--- src/rtl/bp_stats_pkg.sv ---
// Shared constants for the branch-prediction statistics MMIO block:
// register offsets, CTRL bit positions and counter width.
package bp_stats_pkg;

   localparam int CNT_W = 32;

   localparam logic [3:0] OFF_CTRL   = 4'd0;
   localparam logic [3:0] OFF_ID     = 4'd1;
   localparam logic [3:0] OFF_BR_LO  = 4'd2;
   localparam logic [3:0] OFF_BR_HI  = 4'd3;
   localparam logic [3:0] OFF_HIT_LO = 4'd4;
   localparam logic [3:0] OFF_HIT_HI = 4'd5;
   localparam logic [3:0] OFF_MIS_LO = 4'd6;
   localparam logic [3:0] OFF_MIS_HI = 4'd7;
   localparam logic [3:0] OFF_CYC_LO = 4'd8;
   localparam logic [3:0] OFF_CYC_HI = 4'd9;

   localparam int CTRL_EN      = 0;
   localparam int CTRL_FREEZE  = 1;
   localparam int CTRL_CLR     = 2;
   localparam int CTRL_SAT_LSB = 4;

endpackage

--- src/rtl/sat_cnt32.sv ---
// 32-bit saturating up-counter with synchronous clear and a sticky
// saturation flag that rises on the edge the counter reaches all-ones.
module sat_cnt32
   import bp_stats_pkg::*;
(
   input  logic             clk,
   input  logic             rst_n,
   input  logic             clr,
   input  logic             inc,
   output logic [CNT_W-1:0] q,
   output logic             sat
);

   localparam logic [CNT_W-1:0] CNT_MAX = '1;

   logic [CNT_W-1:0] cnt_d, cnt_q;
   logic             sat_d, sat_q;

   // Clear has priority over an increment arriving in the same cycle.
   always_comb begin
      cnt_d = cnt_q;
      sat_d = sat_q;
      if (clr) begin
         cnt_d = '0;
         sat_d = 1'b0;
      end else begin
         if (inc && (cnt_q != CNT_MAX)) begin
            cnt_d = cnt_q + 1'b1;
         end
         sat_d = sat_q | (cnt_d == CNT_MAX);
      end
   end

   always_ff @(posedge clk or negedge rst_n) begin
      if (!rst_n) begin
         cnt_q <= '0;
         sat_q <= 1'b0;
      end else begin
         cnt_q <= cnt_d;
         sat_q <= sat_d;
      end
   end

   assign q   = cnt_q;
   assign sat = sat_q;

endmodule

--- src/rtl/bp_stats_mmio.sv ---
// Branch-prediction statistics block: four saturating counters behind a
// 16-word MMIO window with zero-latency reads and a LO->HI snapshot shadow.
module bp_stats_mmio
   import bp_stats_pkg::*;
#(
   parameter logic [15:0] BASE   = 16'hC000,
   parameter logic [15:0] ID_VAL = 16'hB7B0
) (
   input  logic        clk,
   input  logic        rst_n,
   input  logic [15:0] addr,
   input  logic        mm_re,
   input  logic        mm_we,
   input  logic [15:0] wdata,
   output logic [15:0] rdata,
   input  logic        inc_br_cnt,
   input  logic        inc_hit_cnt,
   input  logic        inc_mispr_cnt
);

   logic             sel, rd_hit, wr_hit, ctrl_wr, clr, cnt_en;
   logic [3:0]       off;
   logic             en_d, en_q, frz_d, frz_q;
   logic [15:0]      shadow_d, shadow_q;
   logic [CNT_W-1:0] br_q, hit_q, mis_q, cyc_q;
   logic             sat_br, sat_hit, sat_mis, sat_cyc;
   logic [15:0]      ctrl_val;
   logic             unused_wdata;

   assign sel     = (addr[15:4] == BASE[15:4]);
   assign off     = addr[3:0];
   assign rd_hit  = sel & mm_re;
   assign wr_hit  = sel & mm_we;
   assign ctrl_wr = wr_hit & (off == OFF_CTRL);
   assign clr     = ctrl_wr & wdata[CTRL_CLR];
   assign cnt_en  = en_q & ~frz_q;

   assign unused_wdata = ^wdata[15:3];

   assign ctrl_val = {8'h00, sat_cyc, sat_mis, sat_hit, sat_br, 2'b00, frz_q, en_q};

   sat_cnt32 u_br  (.clk(clk), .rst_n(rst_n), .clr(clr), .inc(inc_br_cnt & cnt_en),
                    .q(br_q), .sat(sat_br));
   sat_cnt32 u_hit (.clk(clk), .rst_n(rst_n), .clr(clr), .inc(inc_hit_cnt & cnt_en),
                    .q(hit_q), .sat(sat_hit));
   sat_cnt32 u_mis (.clk(clk), .rst_n(rst_n), .clr(clr), .inc(inc_mispr_cnt & cnt_en),
                    .q(mis_q), .sat(sat_mis));
   sat_cnt32 u_cyc (.clk(clk), .rst_n(rst_n), .clr(clr), .inc(cnt_en),
                    .q(cyc_q), .sat(sat_cyc));

   // A LO read latches the pre-increment high half so the HI read pairs with it.
   always_comb begin
      en_d     = en_q;
      frz_d    = frz_q;
      shadow_d = shadow_q;
      if (ctrl_wr) begin
         en_d  = wdata[CTRL_EN];
         frz_d = wdata[CTRL_FREEZE];
      end
      if (clr) begin
         shadow_d = '0;
      end else if (rd_hit) begin
         case (off)
            OFF_BR_LO:  shadow_d = br_q[31:16];
            OFF_HIT_LO: shadow_d = hit_q[31:16];
            OFF_MIS_LO: shadow_d = mis_q[31:16];
            OFF_CYC_LO: shadow_d = cyc_q[31:16];
            default:    shadow_d = shadow_q;
         endcase
      end
   end

   always_ff @(posedge clk or negedge rst_n) begin
      if (!rst_n) begin
         en_q     <= 1'b1;
         frz_q    <= 1'b0;
         shadow_q <= '0;
      end else begin
         en_q     <= en_d;
         frz_q    <= frz_d;
         shadow_q <= shadow_d;
      end
   end

   always_comb begin
      rdata = 16'h0000;
      if (rd_hit) begin
         case (off)
            OFF_CTRL:   rdata = ctrl_val;
            OFF_ID:     rdata = ID_VAL;
            OFF_BR_LO:  rdata = br_q[15:0];
            OFF_HIT_LO: rdata = hit_q[15:0];
            OFF_MIS_LO: rdata = mis_q[15:0];
            OFF_CYC_LO: rdata = cyc_q[15:0];
            OFF_BR_HI, OFF_HIT_HI, OFF_MIS_HI, OFF_CYC_HI:
                        rdata = shadow_q;
            default:    rdata = 16'h0000;
         endcase
      end
   end

endmodule
--- config.mk ---
export PLATFORM = sky130hd
export DESIGN_NAME = bp_stats_mmio
export DESIGN_NICKNAME = d
export VERILOG_FILES = /design/src/rtl/bp_stats_pkg.sv /design/src/rtl/sat_cnt32.sv /design/src/rtl/bp_stats_mmio.sv
export SDC_FILE = /design/constraint.sdc
export NUM_CORES = 1
export LEC_CHECK = 0
export CORE_ASPECT_RATIO = 1.2
export CORE_UTILIZATION = 40
export CTS_CLUSTER_DIAMETER = 50
export DETAILED_ROUTE_END_ITERATION = 8
export GPL_TIMING_DRIVEN = 0
export PLACE_DENSITY = 0.65
export REMOVE_ABC_BUFFERS = 1
export SKIP_CTS_REPAIR_TIMING = 1
export SYNTH_ARGS = -nofsm -noshare
export SYNTH_HDL_FRONTEND = slang
export SYNTH_SLANG_ARGS = --single-unit
export TNS_END_PERCENT = 1
--- constraint.sdc ---
create_clock -name clk -period 3.5 [get_ports clk]
set_input_delay 0.35 -clock clk [delete_from_list [all_inputs] [get_ports clk]]
set_output_delay 0.35 -clock clk [all_outputs]
set_load 0.01 [all_outputs]
* Word-level counts from Yosys, hierarchy flattened
Cells that the tools add are included.
W data, S select, Z words.
** Word-level totals
- Bits in registers :: 150
- Latch bits :: 0
- RAM bits :: 0
- ROM bits :: 0
- Bits of input ports :: 39
- Output and inout bits :: 16
- Word-level logic and storage cells :: 76
- Memories :: 0
** Operators by class
- Add/subtract/negate cells :: 4
- Multiply operators :: 0
- Divide/modulo/power cells :: 0
- Magnitude comparators :: 0
- Equality and inequality tests :: 18
- Shift-type cells :: 0
- Multiplexer cells :: 21
- Bitwise logic cells :: 13
- Reduce and logical (&&, ||, !) cells :: 9
** Operators with widths (count)
- $mux W32 :: 12
- $add A32 B1 Y32 const B :: 4
- $eq A32 B32 Y1 const B :: 4
- $ne A32 B32 Y1 const B :: 4
- $pmux W16 S7 :: 1
- $pmux W16 S4 :: 1
- $mux W16 :: 3
- $eq A4 B3 Y1 const B :: 4
- $eq A12 B12 Y1 const B :: 1
- $and A1 B1 Y1 :: 8
- $eq A4 B2 Y1 const B :: 2
- $eq A4 B4 Y1 const B :: 2
- $reduce_bool A5 Y1 :: 1
- $eq A4 B1 Y1 const B :: 1
- $logic_and A1 B1 Y1 :: 4
- $logic_not A4 Y1 :: 1
- $mux W1 :: 4
- $or A1 B1 Y1 :: 4
- $reduce_or A4 Y1 :: 1
- $reduce_and A2 Y1 :: 1
- $reduce_bool A2 Y1 :: 1
- $not A1 Y1 :: 1

* Longest topological paths before layout
Gate-level depths: netlist (run 1).
- Depth after elaboration :: 9
- Mapped depth :: 10
- Depth with buffers taken out :: 9

* Cells and area by module
From an unflattened synthesis (run 1), not the netlist that was laid out.
** Unflattened totals
- Cell total of the unflattened synthesis :: 1201
- Area total of the unflattened synthesis :: 10456.3 um^2
** By module, submodules not included
- sat_cnt32 :: times used 4, cells an instance 239, area an instance 2108.3 um^2, sequential area each 825.8 um^2
- bp_stats_mmio :: times used 1, cells an instance 245, area an instance 2023.2 um^2, sequential area each 451.7 um^2

* Worst setup path after synthesis (run 1)
No wires, ideal clock.
- Kind :: register to register
- From :: register u_mis.cnt_q[1], in the netlist u_mis.q[1]
- To :: register u_mis.sat_q, in the netlist u_mis.sat
- Library setup time :: 0.095 ns
- Arrival time :: 2.562 ns
- Required time :: 3.405 ns
- Path slack :: 0.842 ns
- Stages on the path, launching flop included :: 10
- Buffers on the path :: 0
- Clock period less this slack :: 2.658 ns
- Cells stage by stage :: dfrtp_1 -> ha_1 -> nand2_1 -> nor4_1 -> nand3_1 -> nor3b_1 -> xnor2_1 -> or4_1 -> or3_1 -> o31ai_1
** On the way
- Word-level cells in the longest chain between the ends :: 7
- Elaborated cells on any way between the ends :: 8
- Those cells by class :: add/sub (1); eq/ne (2); mux (3); bitwise (1); reduce/logical (1)
** Ends and longest elaborated chain
- from (decl) :: line sat_cnt32.sv:16 : logic [CNT_W-1:0] cnt_d, cnt_q;
- from (signal assigned) :: line sat_cnt32.sv:39 : cnt_q <= cnt_d;
- branches (longest 2 deep; another with $add A32 B1 Y32)
- $mux W32 (*) :: line sat_cnt32.sv:27 : if (inc && (cnt_q != CNT_MAX)) begin
- $mux W32 (*) :: line sat_cnt32.sv:23 : if (clr) begin
- $eq A32 B32 Y1 (*) :: line sat_cnt32.sv:30 : sat_d = sat_q | (cnt_d == CNT_MAX);
- $or A1 B1 Y1 (*) :: line sat_cnt32.sv:30
- $mux W1 (*) :: line sat_cnt32.sv:23
- net u_mis.sat_d :: line sat_cnt32.sv:17 : logic sat_d, sat_q;
- to (signal assigned) :: line sat_cnt32.sv:40 : sat_q <= sat_d;
- to (decl) :: line sat_cnt32.sv:17
Mark *: on every way through the listed nets, which the timed path passes. The select of a mux whose other input is x is not followed.
A chain may end at the register's enable or synchronous reset.

* Worst setup path in the final report (run 1)
- From :: input port addr[3]
- To :: output port rdata[6]
** On the way
- Word-level cells in the longest chain between the ends :: 4
- Elaborated cells on any way between the ends :: 13
- Those cells by class :: eq/ne (9); mux (2); reduce/logical (2)
** Ends and longest elaborated chain
- from (decl) :: line bp_stats_mmio.sv:11 : input logic [15:0] addr,
- $eq A4 B2 Y1, or another cell as far along :: line bp_stats_mmio.sv:88 : case (off)
- $reduce_or A4 Y1 :: line bp_stats_mmio.sv:88
- $pmux W16 S7 (*) :: line bp_stats_mmio.sv:88
- $mux W16 (*) :: line bp_stats_mmio.sv:87 : if (rd_hit) begin
- to (decl) :: line bp_stats_mmio.sv:15 : output logic [15:0] rdata,
Mark *: on every way between the ends. The rest lies on a longest branch, timed or not.

==> results.sh, run 1 <==
export IMPL_slew_headroom=0.1973
export IMPL_r2r_cells=8
export IMPL_peakVddDrop_mv=0.3263
export IMPL_path_buf_inv=2
export IMPL_drc=0
export IMPL_antenna_cells=0
export IMPL_async_flop_share=1.000
export IMPL_setup_viol=0
export IMPL_grt_pass1_wl_um=44730
export IMPL_portBuffers=41
export IMPL_hold_viol=0
export IMPL_period_minus_slack_ps=3351
export IMPL_status="complete, no violations"
export IMPL_syn_inst=1084
export IMPL_hold_path_class="in -> async"
export IMPL_dieHeight_um=168.5
export IMPL_fin_total_pwr_mw=3.845
export IMPL_yosysWarnings=0
export IMPL_clock_path_buffers=2
export IMPL_grt_overflow=0
export IMPL_synth_cell_types=64
export IMPL_cp_slowest_cell="clkdlybuf4s50_1"
export IMPL_final_max_slew_viol_count=0
export IMPL_dp_slack_ps=-1112
export IMPL_num_rows=60
export IMPL_dp_hpwl_um=20810
export IMPL_fin_nets=1149
export IMPL_coreArea_sq_mm=0.02252
export IMPL_cts_buffers=17
export IMPL_cts_sinks=150
export IMPL_avgSynthCellArea_sq_um=8.528
export IMPL_dr_pass1_iters=8
export IMPL_rsz0062_at_grt="false"
export IMPL_drt_initial_drc_count=920
export IMPL_worstSkewPairLatency_ps=440
export IMPL_ys_seq_area_frac=0.4062
export IMPL_timing_final_ws_setup_ps=148.5
export IMPL_chipWidth_um=140.8
export IMPL_placed_cell_area_sq_mm=0.009950
export IMPL_drt_wl_total_um=28160
export IMPL_fin_setup_tns_ps=0
export IMPL_criticalPathCategory="in -> out"
export IMPL_fin_util=0.4711
export IMPL_syn_cell_area_sq_mm=0.009244
export IMPL_worstSetupEndpointType="primary output"
export IMPL_stdcell_area_sq_mm=0.01061
export IMPL_drive_gt1_frac=0.07066
export IMPL_worst_pin_slew_ps=1204
export IMPL_finClkSkew_ps=7.392
export IMPL_yosys_area_top_type_share=0.4034
export IMPL_critPathArrivalTime_ps=3000
export IMPL_p_leak_nw=4.230
export IMPL_post_route_period_util=0.9576
export IMPL_grt_max_degree=87
export IMPL_yosys_area_top_type="dfrtp_1"
export IMPL_start_util=0.4104
export IMPL_max_stage_delay_ps=770
export IMPL_max_cap_violations=0
export IMPL_avgViaCountPerCell=6.054
export IMPL_path_max_fanout=24
export IMPL_max_freq_mhz=298.4
export IMPL_dominantRegCellSynth="dfrtp_1"
export IMPL_gp_congestion=0.9113
export IMPL_cts_max_level=4
export IMPL_synth_edf_count=0
export IMPL_crit_top_cell="clkdlybuf4s50_1"
export IMPL_power_density_mw_per_mm2=362.4
export IMPL_clk_pin_slew_ps=60
export IMPL_ys_top_cells_by_area="dfrtp_1 40%, nor2_1 7.6%, xor2_1 6.3%, xnor2_1 4.7%, nand2_1 4.5%"
export IMPL_grt_pass1_vias=8050
export IMPL_area_growth_pct=14.78
export IMPL_post_drt_wl_per_cell_um=20.16
export IMPL_grt_usage=0.2461
export IMPL_critPathLaunchType="primary input"
export IMPL_yosys_register_bits=150
export IMPL_antenna_left=0
export IMPL_worstPathRequired_ps=3150
export IMPL_cp_depth=6
export IMPL_crit_family="buffers and inverters"
export IMPL_cts_root_buf="clkbuf_16"
export IMPL_tritoncts="yes"
export IMPL_antenna_found_initial=0
export IMPL_die_area_sq_mm=0.02372
export IMPL_ios=55
export IMPL_dr_total_vias=8458
export IMPL_crit_chain="clkdlybuf4s50_1, nor2b_2, and2_4, a222oi_1, a21oi_1, clkdlybuf4s50_1"
-- worst register-to-register path, stage by stage (launching register included) --
cell and delay, ps:
dfstp_2 650, nor2b_2 530, nand2_1 180, a311o_1 400
nor2_1 290, nand3_1 150, xor2_1 180, or4_1 550
o31ai_1 230
-- per-stage QoR --
| step | hold WS, ps | cells |
|---|---|---|
| after global routing | 510.7 | 1397 |
| after detailed placement | 393.1 | 1365 |
| after floorplan | 54.41 | 1035 |
| final | 471.3 | 1397 |
| after global placement | 460.3 | 1355 |
| after CTS | -62.97 | 1396 |
-- path summary, 6_finish.rpt --
kind	start	endpoint	slack (ps)
setup / recovery	addr[3]	rdata[6]	150
hold / removal	rst_n	u_hit.q[1]	470
setup reg to reg	en_q	u_mis.sat	240
hold reg to reg	shadow_q[10]	shadow_q[10]	480
max in group asynchronous	rst_n	u_br.q[13]	2180
min in group clk	shadow_q[10]	shadow_q[10]	480
-- power breakdown --
part	internal (mW)	switching, mW	total [mW]
combinational	0.0552	0.0994	0.155
sequential	1.73	0.000801	1.74
clock	1.22	0.735	1.95
total	3.01	0.835	3.85
-- sequential cells by signal, indices dropped and copies added, names as in the netlist, 16 cells and up --
| name | cells |
|---|---|
| shadow_q | 16 |
| u_br.q | 32 |
| u_cyc.q | 32 |
| u_hit.q | 32 |
| u_mis.q | 32 |
-- metal layers --
layer / routed length, um / GRT usage / vias to the layer above
met1: 11710 / 0.3080 / 4103
met2: 13420 / 0.4049 / 343
met5: 0 / 0 / -
met4: 1347 / 0.1248 / 0
met3: 1682 / 0.04781 / 79
li1: - / - / 3933
-- cells by family (layout without fill, tap and decap cells) --
| kind of cell | after synthesis | after routing | share of synthesized area |
|---|---|---|---|
| AND/OR/NAND/NOR | 555 | 555 | 0.2976 |
| AO/OA/AOI/OAI | 159 | 159 | 0.1157 |
| flip-flops | 150 | 150 | 0.4062 |
| XOR/XNOR | 117 | 117 | 0.1109 |
| buffers and inverters | 66 | 100 | 0.02761 |
| multiplexers | 33 | 33 | 0.03655 |
| adder cells (fa/ha/maj) | 4 | 4 | 0.005414 |
-- layout make-up --
class / count / area, sq um
inverter: 17 / 63.81
clock buffer: 21 / 460.4
tap: 279 / 349.1
multi-input combinational: 868 / 5276
sequential: 150 / 3755
timing repair buffer: 52 / 553.0
fill: 2154 / 11910
clock inverter: 10 / 152.6
-- cells in the final DEF, fill, tap and decap left out, types with 8 or more instances in the layout --
cell,count
nor2_1,185
dfrtp_1,149
nand2_1,109
xor2_1,67
nand3_1,65
xnor2_1,50
o21ai_0,46
a21oi_1,43
nand4_1,40
clkdlybuf4s50_1,37
mux2i_1,27
nor3_1,26
and3_1,24
nor4_1,20
inv_1,17
clkbuf_16,17
or3_1,16
a221oi_1,16
a222oi_1,10
and4_1,9
buf_6,8
-- synthesized netlist by cell type (all sizes together) (4+ instances only) --
library cell / instances
xnor2: 50
mux2i: 27
o221a: 6
nor4b: 5
a221oi: 16
nor4: 22
buf: 13
nand2: 110
a222oi: 10
ha: 4
and2: 7
dfrtp: 149
nor2b: 6
or3: 16
nand4: 42
clkbuf: 36
or4: 5
inv: 17
a211oi: 4
o21ai: 47
a31oi: 4
xor2: 67
mux2: 6
and3: 24
o31ai: 4
and4: 11
nand3: 66
a21oi: 43
nor3: 27
nor2: 188
nand4b: 6
o21a: 4
Power figures use the tool's default switching activity.
==> inputs of run 2 (changes only) <==
Settings changed: CTS_CLUSTER_DIAMETER 50 to 120.
==> results of run 2 <==
Same layout as run 1: the final DEF is identical, and so are final timing and power.
